`src/rtl/mem_pkg.sv`:
```
// Shared types for the DRAM sequencing controller.
// Size/state encodings and byte-lane mask constants.
package mem_pkg;

  typedef enum logic [1:0] {
    SZ_B,
    SZ_H,
    SZ_W,
    SZ_RSV
  } size_e;

  typedef enum logic [2:0] {
    IDLE,
    RD,
    LD_RSP,
    WR,
    RMW_RD,
    RMW_WR,
    ST_RSP,
    ERR
  } state_e;

  localparam logic [3:0] MASK_B = 4'b0001;
  localparam logic [3:0] MASK_H = 4'b0011;
  localparam logic [3:0] MASK_W = 4'b1111;

endpackage

```
`src/rtl/dram_ctrl_if.sv`:
```
// Core-side request/response bundle of dram_ctrl.
// master = load/store stage, slave = controller.
interface dram_ctrl_if;
  logic        req_valid;
  logic        req_ready;
  logic        req_we;
  logic [31:0] req_addr;
  logic [1:0]  req_size;
  logic        req_unsigned;
  logic [31:0] req_wdata;
  logic        rsp_valid;
  logic [31:0] rsp_rdata;
  logic        rsp_err;

  modport master (
    output req_valid, req_we, req_addr,
    output req_size, req_unsigned, req_wdata,
    input  req_ready,
    input  rsp_valid, rsp_rdata, rsp_err
  );

  modport slave (
    input  req_valid, req_we, req_addr,
    input  req_size, req_unsigned, req_wdata,
    output req_ready,
    output rsp_valid, rsp_rdata, rsp_err
  );
endinterface

```
`src/rtl/dram_lane_align.sv`:
```
// Byte-lane steering: load extraction/extension,
// store merge into read word, and lane write mask.
// in : size, off, uns, wdata, rword
// out: ldata (extended load), mdata (merged), mask
module dram_lane_align
  import mem_pkg::*;
(
  input  size_e       size,
  input  logic [1:0]  off,
  input  logic        uns,
  input  logic [31:0] wdata,
  input  logic [31:0] rword,
  output logic [31:0] ldata,
  output logic [31:0] mdata,
  output logic [3:0]  mask
);

  logic [31:0] sh;
  logic [31:0] wrep;

  always_comb begin
    sh    = rword >> {off, 3'b000};
    ldata = sh;
    mask  = MASK_W;
    wrep  = wdata;
    unique case (size)
      SZ_B: begin
        ldata = {{24{sh[7] & ~uns}}, sh[7:0]};
        mask  = MASK_B << off;
        wrep  = {4{wdata[7:0]}};
      end
      SZ_H: begin
        ldata = {{16{sh[15] & ~uns}}, sh[15:0]};
        mask  = MASK_H << off;
        wrep  = {2{wdata[15:0]}};
      end
      default: ;
    endcase
    // store data is replicated to every lane,
    // so the mask alone picks the target bytes
    mdata = rword;
    for (int k = 0; k < 4; k++) begin
      if (mask[k]) mdata[8*k +: 8] = wrep[8*k +: 8];
    end
  end

endmodule

```
`src/rtl/dram_ctrl.sv`:
```
// Load/store sequencer for a word-wide sync-read DRAM.
// Ports: clk, rst, bus (slave), dram_a/we/din out, dram_spo in.
module dram_ctrl
  import mem_pkg::*;
#(
  parameter int ADDR_W      = 16,
  parameter bit CHECK_RANGE = 1'b1
) (
  input  logic              clk,
  input  logic              rst,
  dram_ctrl_if.slave        bus,
  output logic [ADDR_W-1:0] dram_a,
  output logic [3:0]        dram_we,
  output logic [31:0]       dram_din,
  input  logic [31:0]       dram_spo
);

  localparam logic [31:0] HI_MASK =
    ~((32'd1 << (ADDR_W + 2)) - 32'd1);

  state_e state, state_n;

  logic [ADDR_W-1:0] wa_q;
  logic [1:0]        off_q;
  size_e             size_q;
  logic              uns_q;
  logic [31:0]       wdata_q;

  size_e       req_sz;
  logic        accept;
  logic        bad;
  logic [31:0] ldata;
  logic [31:0] mdata;
  logic [3:0]  mask;

  assign req_sz = size_e'(bus.req_size);
  assign accept = bus.req_valid && (state == IDLE);

  always_comb begin
    bad = 1'b0;
    unique case (req_sz)
      SZ_B:   bad = 1'b0;
      SZ_H:   bad = bus.req_addr[0];
      SZ_W:   bad = |bus.req_addr[1:0];
      SZ_RSV: bad = 1'b1;
    endcase
    if (CHECK_RANGE && |(bus.req_addr & HI_MASK))
      bad = 1'b1;
  end

  always_ff @(posedge clk or posedge rst) begin
    if (rst) begin
      wa_q    <= '0;
      off_q   <= '0;
      size_q  <= SZ_B;
      uns_q   <= 1'b0;
      wdata_q <= '0;
    end else if (accept) begin
      wa_q    <= bus.req_addr[ADDR_W+1:2];
      off_q   <= bus.req_addr[1:0];
      size_q  <= req_sz;
      uns_q   <= bus.req_unsigned;
      wdata_q <= bus.req_wdata;
    end
  end

  always_ff @(posedge clk or posedge rst) begin
    if (rst) state <= IDLE;
    else     state <= state_n;
  end

  always_comb begin
    state_n = state;
    unique case (state)
      IDLE: begin
        if (bus.req_valid) begin
          if (bad)                 state_n = ERR;
          else if (!bus.req_we)    state_n = RD;
          else if (req_sz == SZ_W) state_n = WR;
          else                     state_n = RMW_RD;
        end
      end
      RD:      state_n = LD_RSP;
      LD_RSP:  state_n = IDLE;
      WR:      state_n = ST_RSP;
      RMW_RD:  state_n = RMW_WR;
      RMW_WR:  state_n = ST_RSP;
      ST_RSP:  state_n = IDLE;
      ERR:     state_n = IDLE;
      default: state_n = IDLE;
    endcase
  end

  dram_lane_align u_align (
    .size  (size_q),
    .off   (off_q),
    .uns   (uns_q),
    .wdata (wdata_q),
    .rword (dram_spo),
    .ldata (ldata),
    .mdata (mdata),
    .mask  (mask)
  );

  // dram_a follows the latch, so it holds in IDLE
  assign dram_a        = wa_q;
  assign bus.req_ready = (state == IDLE);

  always_comb begin
    dram_we       = 4'h0;
    dram_din      = '0;
    bus.rsp_valid = 1'b0;
    bus.rsp_rdata = '0;
    bus.rsp_err   = 1'b0;
    unique case (state)
      LD_RSP: begin
        bus.rsp_valid = 1'b1;
        bus.rsp_rdata = ldata;
      end
      WR: begin
        dram_din = wdata_q;
        dram_we  = MASK_W;
      end
      RMW_WR: begin
        dram_din = mdata;
        dram_we  = mask;
      end
      ST_RSP: bus.rsp_valid = 1'b1;
      ERR: begin
        bus.rsp_valid = 1'b1;
        bus.rsp_err   = 1'b1;
      end
      default: ;
    endcase
  end

endmodule

```
`src/flat_wrapper.sv`:
```
// flat-port wrapper written by rule: the top's interface ports become plain ports
module dram_ctrl_flat import mem_pkg::*;
#(
  parameter int ADDR_W      = 16,
  parameter bit CHECK_RANGE = 1'b1
)
  (clk, rst, dram_a, dram_we, dram_din, dram_spo, bus_req_valid, bus_req_we, bus_req_addr, bus_req_size, bus_req_unsigned, bus_req_wdata, bus_req_ready, bus_rsp_valid, bus_rsp_rdata, bus_rsp_err);
  dram_ctrl_if bus_i ();
  input  logic clk;
  input  logic rst;
  output logic [ADDR_W-1:0] dram_a;
  output logic [3:0] dram_we;
  output logic [31:0] dram_din;
  input  logic [31:0] dram_spo;
  input wire logic [$bits(bus_i.req_valid)-1:0] bus_req_valid;
  input wire logic [$bits(bus_i.req_we)-1:0] bus_req_we;
  input wire logic [$bits(bus_i.req_addr)-1:0] bus_req_addr;
  input wire logic [$bits(bus_i.req_size)-1:0] bus_req_size;
  input wire logic [$bits(bus_i.req_unsigned)-1:0] bus_req_unsigned;
  input wire logic [$bits(bus_i.req_wdata)-1:0] bus_req_wdata;
  output wire logic [$bits(bus_i.req_ready)-1:0] bus_req_ready;
  output wire logic [$bits(bus_i.rsp_valid)-1:0] bus_rsp_valid;
  output wire logic [$bits(bus_i.rsp_rdata)-1:0] bus_rsp_rdata;
  output wire logic [$bits(bus_i.rsp_err)-1:0] bus_rsp_err;
  assign bus_i.req_valid = bus_req_valid;
  assign bus_i.req_we = bus_req_we;
  assign bus_i.req_addr = bus_req_addr;
  assign bus_i.req_size = bus_req_size;
  assign bus_i.req_unsigned = bus_req_unsigned;
  assign bus_i.req_wdata = bus_req_wdata;
  assign bus_req_ready = bus_i.req_ready;
  assign bus_rsp_valid = bus_i.rsp_valid;
  assign bus_rsp_rdata = bus_i.rsp_rdata;
  assign bus_rsp_err = bus_i.rsp_err;
  dram_ctrl #(.ADDR_W(ADDR_W), .CHECK_RANGE(CHECK_RANGE)) u_core (.clk(clk), .rst(rst), .bus(bus_i), .dram_a(dram_a), .dram_we(dram_we), .dram_din(dram_din), .dram_spo(dram_spo));
endmodule
```
`config.mk`:
```
export PLATFORM = sky130hd
export DESIGN_NAME = dram_ctrl_flat
export DESIGN_NICKNAME = d
export VERILOG_FILES = /design/src/rtl/mem_pkg.sv /design/src/rtl/dram_ctrl_if.sv /design/src/rtl/dram_lane_align.sv /design/src/rtl/dram_ctrl.sv /design/src/flat_wrapper.sv
export SDC_FILE = /design/constraint.sdc
export NUM_CORES = 1
export LEC_CHECK = 0
export ABC_CLOCK_PERIOD_IN_PS = 2200
export BUFFER_PORTS_ARGS = -buffer_cell sky130_fd_sc_hd__buf_2
export CAP_MARGIN = 0
export CORE_UTILIZATION = 47
export CTS_CLUSTER_DIAMETER = 80
export CTS_CLUSTER_SIZE = 8
export DETAILED_ROUTE_END_ITERATION = 10
export PLACE_DENSITY = 0.81
export SLEW_MARGIN = 10
export SYNTH_ARGS = -nofsm -noshare
export SYNTH_HDL_FRONTEND = slang
export SYNTH_SLANG_ARGS = --single-unit
```
`constraint.sdc`:
```
create_clock -name clk -period 2.2 [get_ports clk]
set_input_delay 0.22 -clock clk [delete_from_list [all_inputs] [get_ports clk]]
set_output_delay 0.22 -clock clk [all_outputs]
set_load 0.02 [all_outputs]
```
==> flow_metrics.tcl <==
set metrics [dict create \
    slowest_stage "mux4_2" \
    cts_tree "built" \
    synthFlopType "dfrtp_1" \
    yosysUniqueCellTypes 38 \
    pwr-share-clk_pct 8.1 \
    synth_top_area_cell "dfrtp_1" \
    cts.sinks 56 \
    hold_viol_final 0 \
    rrSetupSlack_ns 0.36 \
    p_int_mw 5.332 \
    grt_max_degree 49 \
    antenna_found_initial 0 \
    startpoint "u_core.off_q[0]" \
    crit_chain "mux2i_1 > mux4_2 > buf_4 > nor4_4 > buf_4 > a21o_1 > buf_4" \
    placed_cells 704 \
    wl_met2_um 7229 \
    syn_area_per_cell_um2 9.606 \
    ant_nets 0 \
    ys_top_cells_by_area "dfrtp_1 (35%), mux2_2 (20%), mux2i_1 (10%), o21ai_0 (4.7%), clkbuf_1 (2.8%)" \
    swShare_pct 45.05 \
    fin_crit_sh_pct 115.0 \
    async_flop_share_pct 100.0 \
    syn2layout_area_growth_pct 56.50 \
    ir_drop_mv 0.7687 \
    seq_area_frac_synth_pct 35.41 \
    initial_utilization_pct 48.41 \
    synth_edf_count 0 \
    setup_ws_ns -0.3309 \
    p_total_mw 9.704 \
    arrival_ns 2.31 \
    top_layer_used "met4" \
    vias 4456 \
    synth_most_common_cell "mux2_2" \
    fp.dieW_um 93.76 \
    cp_max_fo 8 \
    post-dp-hpwl_um 10460 \
    max_cap_viol_count 0 \
    yosys.area.top_type_share_pct 35.41 \
    drt_iter0_drc 366 \
    fmax_mhz 395.1 \
    portBuffers 189 \
    crit_family "multiplexers" \
    stdcell_count 745 \
    startpoint_type "flop" \
    wire_per_inst_um 20.21 \
    insertion_delay_ns 0.31 \
    layout_min_cycle_time_ns 2.531 \
    postCtsHoldBufs 0 \
    drc 0 \
    track_usage_pct 32.17 \
    total_leakage_power_nw 2.944 \
    die_h_um 93.76 \
    antennaDiodeCount 0 \
    coreArea_mm2 0.008175 \
    cp_num_buf_inv 3 \
    syn_inst 412 \
    syn_area_mm2 0.003958 \
    dieArea_mm2 0.008791 \
    p_switching_mw 4.371 \
    nFillCells 545 \
    power.share.sequential_pct 21.7 \
    htreeDepth 2 \
    worst_slew_pin_slew_ns 0.8008 \
    p_per_area_mw_per_mm2 1567 \
    numCtsBuffers 5 \
    yosysWarnings 0 \
    route.layer.met1.wl_um 5899 \
    rsz0062_at_grt "yes" \
    grt_pass1_vias 4232 \
    slew_headroom_pct 46.54 \
    timing.rr.start "u_core.state[1]" \
    synth_fp_nets 515 \
    cp_common_cell "buf_4" \
    grt_pass1_wl_um 21580 \
    power_frac_comb_pct 70.1 \
    end_kind "output pin" \
    holdCritPathClass "primary input to asynchronous set/reset pin" \
    r2r_end "u_core.wdata_q[1]" \
    nNetsFinal 743 \
    slew_viol_final 0 \
    reg2reg_depth 6 \
    clk_pin_slew_ns 0.10 \
    setup_viol_count_final 45 \
    violations "setup timing" \
    fin_skew_ns 0.004279 \
    firstDrtPassIters 5 \
    design.portCount 190 \
    root_buffer "clkbuf_8" \
    core.rowCount 33 \
    cts_buffer_depth 2 \
    synth_seq_cells 56 \
    grt_overflow_total 0 \
    drive_above_1_share_pct 62.50 \
    cp_data_required_time_ns 1.98 \
    synthTopCellsByCount "mux2_2 (69), dfrtp_1 (56), mux2i_1 (41)" \
    crit_type "flop to output pin" \
    totalWireLength_um 15050 \
    met3_wirelength_um 1273 \
    status "complete, but fails checks" \
    place_congestion 0.9013 \
    viasPerCell 5.981 \
    cp_slowest_stage_delay_ns 0.49 \
]
==> cell families (layout without fill, tap and decap cells) <==
| logic type | after synthesis | after routing | synth area share (%) |
|---|---|---|---|
| compound gates | 116 | 116 | 18.50 |
| mux | 111 | 111 | 30.57 |
| simple gates | 88 | 88 | 11.32 |
| flops | 56 | 56 | 35.41 |
| buf+inv | 41 | 269 | 4.205 |
==> final cells by class <==
cell class	count	area [µm²]	share of cell area [%]
multi-input cells	315	2744	44.30
flip-flops and latches	56	1404	22.67
repair buffers	257	1767	28.53
inverters	5	18.77	0.3030
well taps	105	131.4	2.121
clock inverters	2	60.06	0.9697
clock buffers	5	68.82	1.111
==> how the worst max path moves through the flow <==
| stage | end | slack (ns) | cells past startpoint |
|---|---|---|---|
| 4_1_cts | bus_rsp_rdata[23] | -0.26 | 5 |
| 2_1_floorplan | bus_rsp_rdata[16] | -0.004 | 6 |
| 6_report | bus_rsp_rdata[26] | -0.33 | 7 |
| 3_3_place_gp | bus_rsp_rdata[20] | -0.03 | 5 |
| 3_5_place_dp | bus_rsp_rdata[20] | -0.1 | 5 |
| 5_1_grt | bus_rsp_rdata[29] | -0.41 | 7 |
==> flip-flops by register name, summed over array words and instances (netlist names) <==
name            count
u_core.wdata_q     32
u_core.dram_a      16
u_core.state        3
u_core.uns_q        1
u_core.size_q       2
u_core.off_q        2
==> per-stage QoR <==
step | cell area (µm²) | hold WS [ns] | setup TNS [ns] | worst slack [ns] | utilization [%]
2_1_floorplan | 3958 | 0.3368 | -0.02537 | -0.003625 | -
3_3_place_gp | 5161 | 0.4034 | -0.03474 | -0.03474 | 63.13
3_5_place_dp | 5161 | 0.4058 | -0.2356 | -0.09690 | 63.13
4_1_cts | 5693 | 0.06485 | -6.561 | -0.2611 | 69.64
5_1_grt | 6193 | 0.1057 | -11.28 | -0.4103 | 75.76
6_report | 6193 | 0.04721 | -7.786 | -0.3309 | 75.76
==> power groups by stage <==
stage | clock network [mW] | registers (mW) | logic (mW)
3_3_place_gp | 0 | 2.03 | 4.92
3_5_place_dp | 0 | 2.06 | 5.02
4_1_cts | 0.805 | 2.04 | 5.73
6_report | 0.788 | 2.11 | 6.81
5_1_grt | 0.838 | 2.17 | 7.19
2_1_floorplan | 0 | 2.07 | 3.39
==> layout by cell type, fill, tap and decap left out, types with 3 or more instances in the layout <==
cell type / instances
nor2b_1: 7
or3_4: 8
nor3_4: 3
o21ai_2: 15
a22o_1: 7
inv_1: 4
nor2_4: 3
nor4_1: 5
nand2_1: 28
a21o_1: 8
o21ai_1: 15
a31oi_1: 12
a31oi_4: 3
buf_6: 32
mux2i_2: 3
buf_12: 4
buf_4: 80
a21oi_2: 9
o21ai_0: 6
o2bb2ai_1: 8
clkbuf_8: 5
nor2_2: 4
dfrtp_1: 54
a21oi_1: 9
mux2_2: 68
nor2_1: 13
mux2i_1: 36
a211oi_1: 14
buf_2: 139
==> repair_timing <==
action	4_1_cts	5_1_grt
endpoints found under the setup margin	53	62
setup buffers	10	22
resized for setup	109	97
pin swaps	17	9
gates cloned	3	0
==> routing by layer <==
layer | vias to the layer above | track usage (%)
met4 | 0 | 14.10
met5 | - | 0
met3 | 61 | 4.450
met1 | 2124 | 40.30
li1 | 1990 | -
met2 | 281 | 54.99
Note: power is estimated with default switching activity, not from simulation.
